## src/rtl/selector_pkg.sv

```systemverilog
// Shared definitions for the 1-to-4 distributor and the 4-to-1 selector:
// port codes, default data width and a port-code decoder.
package selector_pkg;

    localparam int DEFAULT_WIDTH = 32;

    localparam logic [1:0] PORT0 = 2'b00;
    localparam logic [1:0] PORT1 = 2'b01;
    localparam logic [1:0] PORT2 = 2'b10;
    localparam logic [1:0] PORT3 = 2'b11;

    // One-hot port select from a 2-bit port code.
    function automatic logic [3:0] port_onehot(input logic [1:0] op);
        logic [3:0] sel;
        sel = 4'b0000;
        case (op)
            PORT0:   sel = 4'b0001;
            PORT1:   sel = 4'b0010;
            PORT2:   sel = 4'b0100;
            PORT3:   sel = 4'b1000;
            default: sel = 4'b0000;
        endcase
        return sel;
    endfunction

endpackage

```

## src/rtl/distributor_1to4_slot.sv

```systemverilog
// One-entry output slot: holds a single word for one consumer port.
// A load and a drain in the same cycle replace the word with no bubble.
module distributor_slot #(
    parameter int WIDTH = 32
) (
    input  logic             clk,
    input  logic             rst_n,
    input  logic             load,
    input  logic [WIDTH-1:0] load_data,
    input  logic             drain,
    output logic [WIDTH-1:0] data,
    output logic             valid,
    output logic             free
);

    // Slot can take a new word when empty or being emptied this cycle.
    assign free = !valid || drain;

    // Data register only changes on a load; it keeps its value after delivery.
    always_ff @(posedge clk or negedge rst_n) begin
        if (!rst_n) begin
            data <= '0;
        end else if (load) begin
            data <= load_data;
        end
    end

    // Valid flag: set by a load, cleared by a drain without a concurrent load.
    always_ff @(posedge clk or negedge rst_n) begin
        if (!rst_n) begin
            valid <= 1'b0;
        end else if (load) begin
            valid <= 1'b1;
        end else if (drain) begin
            valid <= 1'b0;
        end
    end

endmodule

```

## src/rtl/distributor_1to4.sv

```systemverilog
// 1-to-4 distributor: routes each accepted word to the one-entry slot
// selected by in_op. Ports never block each other; in_ready only looks
// at the addressed slot.
module distributor_1to4
    import selector_pkg::*;
#(
    parameter int WIDTH = DEFAULT_WIDTH
) (
    input  logic             clk,
    input  logic             rst_n,
    input  logic [WIDTH-1:0] in_data,
    input  logic [1:0]       in_op,
    input  logic             in_valid,
    output logic             in_ready,
    output logic [WIDTH-1:0] out_data0,
    output logic [WIDTH-1:0] out_data1,
    output logic [WIDTH-1:0] out_data2,
    output logic [WIDTH-1:0] out_data3,
    output logic [3:0]       out_valid,
    input  logic [3:0]       out_ready,
    output logic [7:0]       acc_cnt
);

    logic [3:0]       slot_free;
    logic [3:0]       slot_load;
    logic [WIDTH-1:0] slot_data [4];
    logic             accept;

    assign in_ready  = slot_free[in_op];
    assign accept    = in_valid && in_ready;
    assign slot_load = {4{accept}} & port_onehot(in_op);

    for (genvar g = 0; g < 4; g++) begin : g_slot
        distributor_slot #(.WIDTH(WIDTH)) u_slot (
            .clk       (clk),
            .rst_n     (rst_n),
            .load      (slot_load[g]),
            .load_data (in_data),
            .drain     (out_ready[g]),
            .data      (slot_data[g]),
            .valid     (out_valid[g]),
            .free      (slot_free[g])
        );
    end

    assign out_data0 = slot_data[0];
    assign out_data1 = slot_data[1];
    assign out_data2 = slot_data[2];
    assign out_data3 = slot_data[3];

    // Accepted-word counter, wraps modulo 256.
    always_ff @(posedge clk or negedge rst_n) begin
        if (!rst_n) begin
            acc_cnt <= 8'd0;
        end else if (accept) begin
            acc_cnt <= acc_cnt + 8'd1;
        end
    end

endmodule

```

## config.mk

```make
export PLATFORM = sky130hd
export DESIGN_NAME = distributor_1to4
export DESIGN_NICKNAME = d
export VERILOG_FILES = /design/src/rtl/selector_pkg.sv /design/src/rtl/distributor_1to4_slot.sv /design/src/rtl/distributor_1to4.sv
export SDC_FILE = /design/constraint.sdc
export NUM_CORES = 1
export LEC_CHECK = 0
export CAP_MARGIN = 20
export CELL_PAD_IN_SITES_DETAIL_PLACEMENT = 1
export CELL_PAD_IN_SITES_GLOBAL_PLACEMENT = 2
export CORE_MARGIN = 1
export CORE_UTILIZATION = 31
export DETAILED_ROUTE_END_ITERATION = 10
export PLACE_DENSITY = 0.9
export SLEW_MARGIN = 20
export SYNTH_ARGS = -nofsm -noshare
export SYNTH_HDL_FRONTEND = slang
export SYNTH_SLANG_ARGS = --single-unit
```

## constraint.sdc

```tcl
create_clock -name clk -period 2 [get_ports clk]
set_clock_uncertainty 0.15 [all_clocks]
set_input_delay 0.3 -clock clk [delete_from_list [all_inputs] [get_ports clk]]
set_output_delay 0.3 -clock clk [all_outputs]
set_load 0.02 [all_outputs]
```

==> impl_results.md <==
- Routed Antenna Nets: 0
- Die width: 135 µm
- Cells after Synth: 327
- Failing checks: setup timing
- Layout area overhead: 51.8%
- Min Hold Slack: 0.132 ns
- Pwr Total: 10,300 µW
- Vias in the first global route: 4,022
- Crit-path slowest cell: mux4_2
- Library cells used by synthesis: 25
- Worst setup margin: -0.0198 ns
- Die Area: 18,300 µm²
- P_leak: 0.00356 µW
- Synth top area cells: dfrtp_1, mux2_2, mux2_4
- Min-delay worst type: primary input to asynchronous set/reset pin
- Max Root-Sink Buffers: 2
- Top Ports: 182
- GP Congestion: 0.701
- Worst Path Required: 1.55 ns
- Worst path bufs/invs: 2
- Grt ovf: 0
- Antenna Diode Count: 0
- Synth Area in XOR/XNOR: 1.11%
- Commonest cells in the netlist: dfrtp_1, mux2_2, mux2_4
- GR Util All Layers: 16.6%
- Final nets: 573
- Filler Cell Count: 1,687
- Yosys top cell by area: dfrtp_1
- Final total negative setup slack: -0.0198 ns
- Cell Area, Synth: 5510 µm²
- Largest family of logic cells by synthesized area: multiplexers
- Top-count cell post-synth: dfrtp_1
- Most frequently used flop master after synthesis: dfrtp_1
- Nature of the critical path endpoint: primary output
- Placed Area: 7720 µm²
- Worst Reg2Reg Path Length in Cells: 5
- CTS tree: built
- CTS H-tree lvls: 4
- Row count: 48
- Crit. Startpoint: out_ready[2]
- Critical Path End: in_ready
- Measured slew at the worst slew-check pin: 0.346 ns
- Worst reg2reg setup slack: 0.15 ns
- Initial antenna violation count: 0
- Post-Layout Inst Area: 8370 µm²
- Sequential area share after synthesis: 63.6%
- RSZ-0062 raised after global routing: true
- Share of layout cells above drive strength 1: 34.6%
- Synth async-reset ratio: 100%
- Die Span Y: 135 µm
- Largest net degree at the start of global routing: 66
- Final hold violation count: 0
- Area occupied by multi-input gates: 1850 µm²
- Synth warnings: 0
- CP startpoint kind: primary input
- RR Startpoint: g_slot[0].u_slot.valid
- Worst path top cell family by delay: buffers and inverters
- Clock net sink count: 140
- I/O Buffers: 181
- Final worst-path cycle share: 101%
- Mapped Nets: 369
- CP peak stage delay: 0.50 ns
- #FFs+latches synth: 140
- Avg Inst Size Synth: 16.9 µm²
- Final core utilization: 48.2%
- Clock slew seen by the registers of the worst setup and hold paths: 0.06 ns
- Max Transition Viols Final: 0
- Critical R2R Capture: acc_cnt[1]
- Drt pass-1 iters: 4
- Drt drc: 0
- Vias: 3,508
- Critical Path AT: 1.57 ns
- Clk root buf: clkbuf_16
- Adder-Cell Fraction of Synth Area: 0.227%
- EDFF count, synth: 0
- Clk Latency, worst-skew pair: 0.40 ns
- CTS buffer count: 17
- Max VDD drop: 0.000639 V
- Relative slew slack: 76.9%
- CP cell instances: clkdlybuf4s50_1, nand2b_4, mux4_2, buf_6
- Max Freq: 495 MHz
- Post-Route M1 WL: 5690 µm
- Outcome: finished with violations
- Met2 WL: 7610 µm
- Highest metal used: met4
- Sequential Area: 3500 µm²
- Max Cap Violations: 0
- Crit Path Max Fanout: 3
- Initial Util: 31.8%
- DRT iter0 DRCs: 93
- Met3 Wirelength: 1050 µm
- Final min period: 2.02 ns
- Cell Pwr Density: 1230 nW/µm²
- CP Depth: 4
- DRT Wirelength: 14,400 µm
- Crit path kind: primary input to primary output
- Hpwl dp: 10,100 µm
- Final setup fails: 1
- Simple-gate share of the synthesized area: 3.22%
- Routed len/inst: 18.8 µm
- Global-route wire length before repair: 22,800 µm
- Share of the synthesized area in the top cell type: 63.6%
- Post-synthesis mux area share: 28.8%
- Core ar.: 17,400 µm²
- Via/cell ratio: 4.56
- Post-synthesis compound-gate area fraction: 0.0908%
[layer usage]
layer,vias to the layer above,GRT usage (%)
met5,-,0
met4,0,3.75
met3,8,6.40
met2,127,29.2
met1,1819,18.9
li1,1554,-
[layout make-up]
class	instances	area share, %
timing repair buffer	204	25.3
inverter	1	0.0449
clock inverter	12	1.94
multi-input combinational	167	22.2
tap	225	3.36
sequential	140	41.9
clock buffer	20	5.34
[where the power goes]
group          switching [µW]  leakage [µW]  internal [µW]  total, µW
clock network            1220      0.000291           2010       3230
logic                    1460       0.00160           1720       3170
registers                 419       0.00167           3450       3870
total                    3090       0.00356           7180      10300
[flip-flops by register name, indices dropped and copies added (netlist names)]
name,cells
g_slot.u_slot.valid,4
g_slot.u_slot.data,128
acc_cnt,8
[cells in the final DEF (no fill, tap or decap), types with 2 or more instances in the layout]
cell type          n
clkinvlp_4         2
clkbuf_1           2
clkdlybuf4s50_1  177
clkinv_4           4
clkbuf_16         17
dfrtp_1          140
nand2b_1           2
buf_12            10
nand3_1            3
nand2_1            9
nand2b_4           2
mux2_2            95
bufinv_16          3
mux2_1             4
buf_4             12
and3_1             3
mux2_4            30
buf_6              2
xnor2_1            7
inv_6              2
[kinds of logic (layout without fill, tap and decap cells)]
group | count (synthesis) | in the layout
DFF | 140 | 140
muxes | 130 | 130
and+or+nand+nor | 28 | 28
buffers and inverters | 20 | 237
xor gates and xnor gates | 7 | 7
adders and majority gates | 1 | 1
AOI/OAI and AO/OA | 1 | 1
[worst min-delay path by stage]
stage,end,slack [ns]
6_report,acc_cnt[2],0.13
5_1_grt,acc_cnt[1],0.13
3_5_place_dp,acc_cnt[3],-0.02
2_1_floorplan,acc_cnt[0],-0.15
4_1_cts,acc_cnt[1],0.11
3_3_place_gp,acc_cnt[4],-0.02
[repair_timing]
action	in CTS	in global routing
resized for setup	8	1
setup buffers	1	2
hold endpoints to repair	140	0
endpoints found under the setup margin	2	2
hold buffers	1	0
[through the flow]
step | cells | setup WS (ns)
CTS | 767 | -0.0483
detailed placement | 733 | -0.540
global placement | 733 | -0.522
floorplan | 327 | 0.239
finish | 769 | -0.0198
global route | 769 | -0.0762
Note: power is estimated with default switching activity, not from simulation.
==> RTL change: new RTL, same settings <==
The package constant `DEFAULT_WIDTH` goes from 32 to 16.
--- a/src/rtl/selector_pkg.sv
+++ b/src/rtl/selector_pkg.sv
@@ -2,7 +2,7 @@
 // port codes, default data width and a port-code decoder.
 package selector_pkg;
 
-    localparam int DEFAULT_WIDTH = 32;
+    localparam int DEFAULT_WIDTH = 16;
 
     localparam logic [1:0] PORT0 = 2'b00;
     localparam logic [1:0] PORT1 = 2'b01;
Interface: changed (5 resized); port bits go from 182 to 102. No check against the original RTL was run, so the function may have changed too.
==> RTL change against the original RTL <==
- utilization shrank 1.6 points
- register-to-register slack gained 70 ps
- non-clock buffer count shrank 89
- setup slack gained 54 ps
- design area shrank 46%
- wire length shrank 49%
- clock power shrank 63%
- total power shrank 51%
- count of clock-buffer cells in the layout shrank 10
- critical endpoint unchanged
- sequential cell count shrank 64
- area after synthesis shrank 44%
- global-route usage shrank 1.3 points
- die area shrank 43%
==> RTL change: results (changes against the original RTL) <==
<table>
<tr><th>Metric</th><th>Value</th></tr>
<tr><th colspan="2">Timing</th></tr>
<tr><td>Max_slew headroom</td><td>72.4% (-4.5 points)</td></tr>
<tr><th colspan="2">Yosys</th></tr>
<tr><td>Largest cells by area after synthesis</td><td>sky130_fd_sc_hd__dfrtp_1, sky130_fd_sc_hd__mux2_2, sky130_fd_sc_hd__mux2_4</td></tr>
<tr><td>Fraction of synthesized area in multiplexers</td><td>26.3% (-2.5 points)</td></tr>
<tr><td>Share of the synthesized netlist area taken by xor and xnor gates</td><td>1.98% (+0.87 points)</td></tr>
<tr><td>Post-synthesis compound-gate area fraction</td><td>0.161% (+0.071 points)</td></tr>
<tr><td>Synthesized area per cell</td><td>16.2 sq um (-3.7%)</td></tr>
<tr><th colspan="2">Worst setup path</th></tr>
<tr><td>Signal arrival time at the worst endpoint</td><td>1520 ps (-50 ps)</td></tr>
<tr><td>Launch instance of the worst register-to-register path</td><td>g_slot[1].u_slot.valid</td></tr>
<tr><th colspan="2">Clock network</th></tr>
<tr><td>Root buf cell</td><td>sky130_fd_sc_hd__clkbuf_8</td></tr>
<tr><td>Number of H-tree branching levels</td><td>3 (-1)</td></tr>
<tr><td>Clock-pin slew on the worst setup and hold paths</td><td>80 ps (+20 ps)</td></tr>
<tr><td>Number of buffers created by CTS</td><td>9 (-8)</td></tr>
<tr><th colspan="2">Detailed routing</th></tr>
<tr><td>Total via count after detailed routing</td><td>1971 (-44%)</td></tr>
<tr><td>Total routed wirelength</td><td>7320 um (-49%)</td></tr>
<tr><th colspan="2">Status</th></tr>
<tr><td>Result of the run</td><td>finished, final reports clean</td></tr>
<tr><th colspan="2">GRT</th></tr>
<tr><td>Global Route met3 Usage</td><td>6.36% (-0.036 points)</td></tr>
<tr><td>Largest net degree at the start of global routing</td><td>77 (+17%)</td></tr>
<tr><th colspan="2">Place</th></tr>
<tr><td>Post-Place Cell Area</td><td>4330 sq um (-44%)</td></tr>
<tr><td>Routability Congestion</td><td>0.728 (+3.8%)</td></tr>
<tr><td>Cell total after placement</td><td>427 (-42%)</td></tr>
<tr><th colspan="2">Power</th></tr>
<tr><td>Standby leakage power</td><td>1.91 nW (-46%)</td></tr>
<tr><td>Fraction of power consumed by sequential logic</td><td>41.5% (+3.8 points)</td></tr>
<tr><td>Internal power contribution</td><td>3.45 mW (-52%)</td></tr>
<tr><th colspan="2">Final layout</th></tr>
<tr><td># nets final</td><td>332 (-42%)</td></tr>
<tr><th colspan="2">Hold path</th></tr>
<tr><td>Hold Path Class</td><td>reg2reg</td></tr>
</table>
==> RTL change: cell types whose count changed in the layout (fill, tap and decap cells not counted), moves of 5 or more <==
cell,delta
sky130_fd_sc_hd__dfrtp_1,-64
sky130_fd_sc_hd__mux2_4,-14
sky130_fd_sc_hd__mux2_2,-47
sky130_fd_sc_hd__clkbuf_8,+8
sky130_fd_sc_hd__clkdlybuf4s50_1,-78
sky130_fd_sc_hd__clkbuf_16,-17
sky130_fd_sc_hd__buf_12,-5
==> RTL change: worst min-delay path by stage <==
stage / to / slack [ps]
after global placement: g_slot[3].u_slot.data[0] / 200
final: acc_cnt[7] / 320
after CTS: acc_cnt[7] / 330
after floorplan: acc_cnt[0] / -150
after detailed placement: g_slot[3].u_slot.data[0] / 210
after global routing: acc_cnt[7] / 360
==> RTL change: repair_timing <==
| item | CTS | global route |
|---|---|---|
| buffers inserted | 0 | 0 |
| gates resized for setup | 4 | 2 |
| hold endpoints to repair | 76 | 0 |
| hold buffers | 1 | 0 |
| setup endpoints to repair | 1 | 1 |
==> RTL change: logic make-up after synthesis <==
kind of cell	Yosys count
simple gates	28
xor+xnor	7
buf+inv	12
fa+ha+maj	1
compound gates	1
mux	66
flops	76
==> RTL change: area by class of cell <==
cell class              instances  area (sq um)
repair buffers                115          1180
multi-input cells             103          1090
fillers                      1018          5190
well taps                     133           166
clock buffers                  10           128
inverters                       1          3.75
clock inverters                 6          71.3
flip-flops and latches         76          1900
==> RTL change: per-stage QoR <==
step | hold WS [ps] | setup TNS, ps
after detailed placement | 205 | -2380
after CTS | 330 | 0
after global placement | 200 | -1570
after global routing | 362 | 0
final | 319 | 0
after floorplan | -146 | 0
==> RTL change: metal layers <==
layer	wire length (um)	vias up
met3	551	2
met1	3170	1022
li1	-	883
met5	0	-
met4	30	0
met2	3570	64
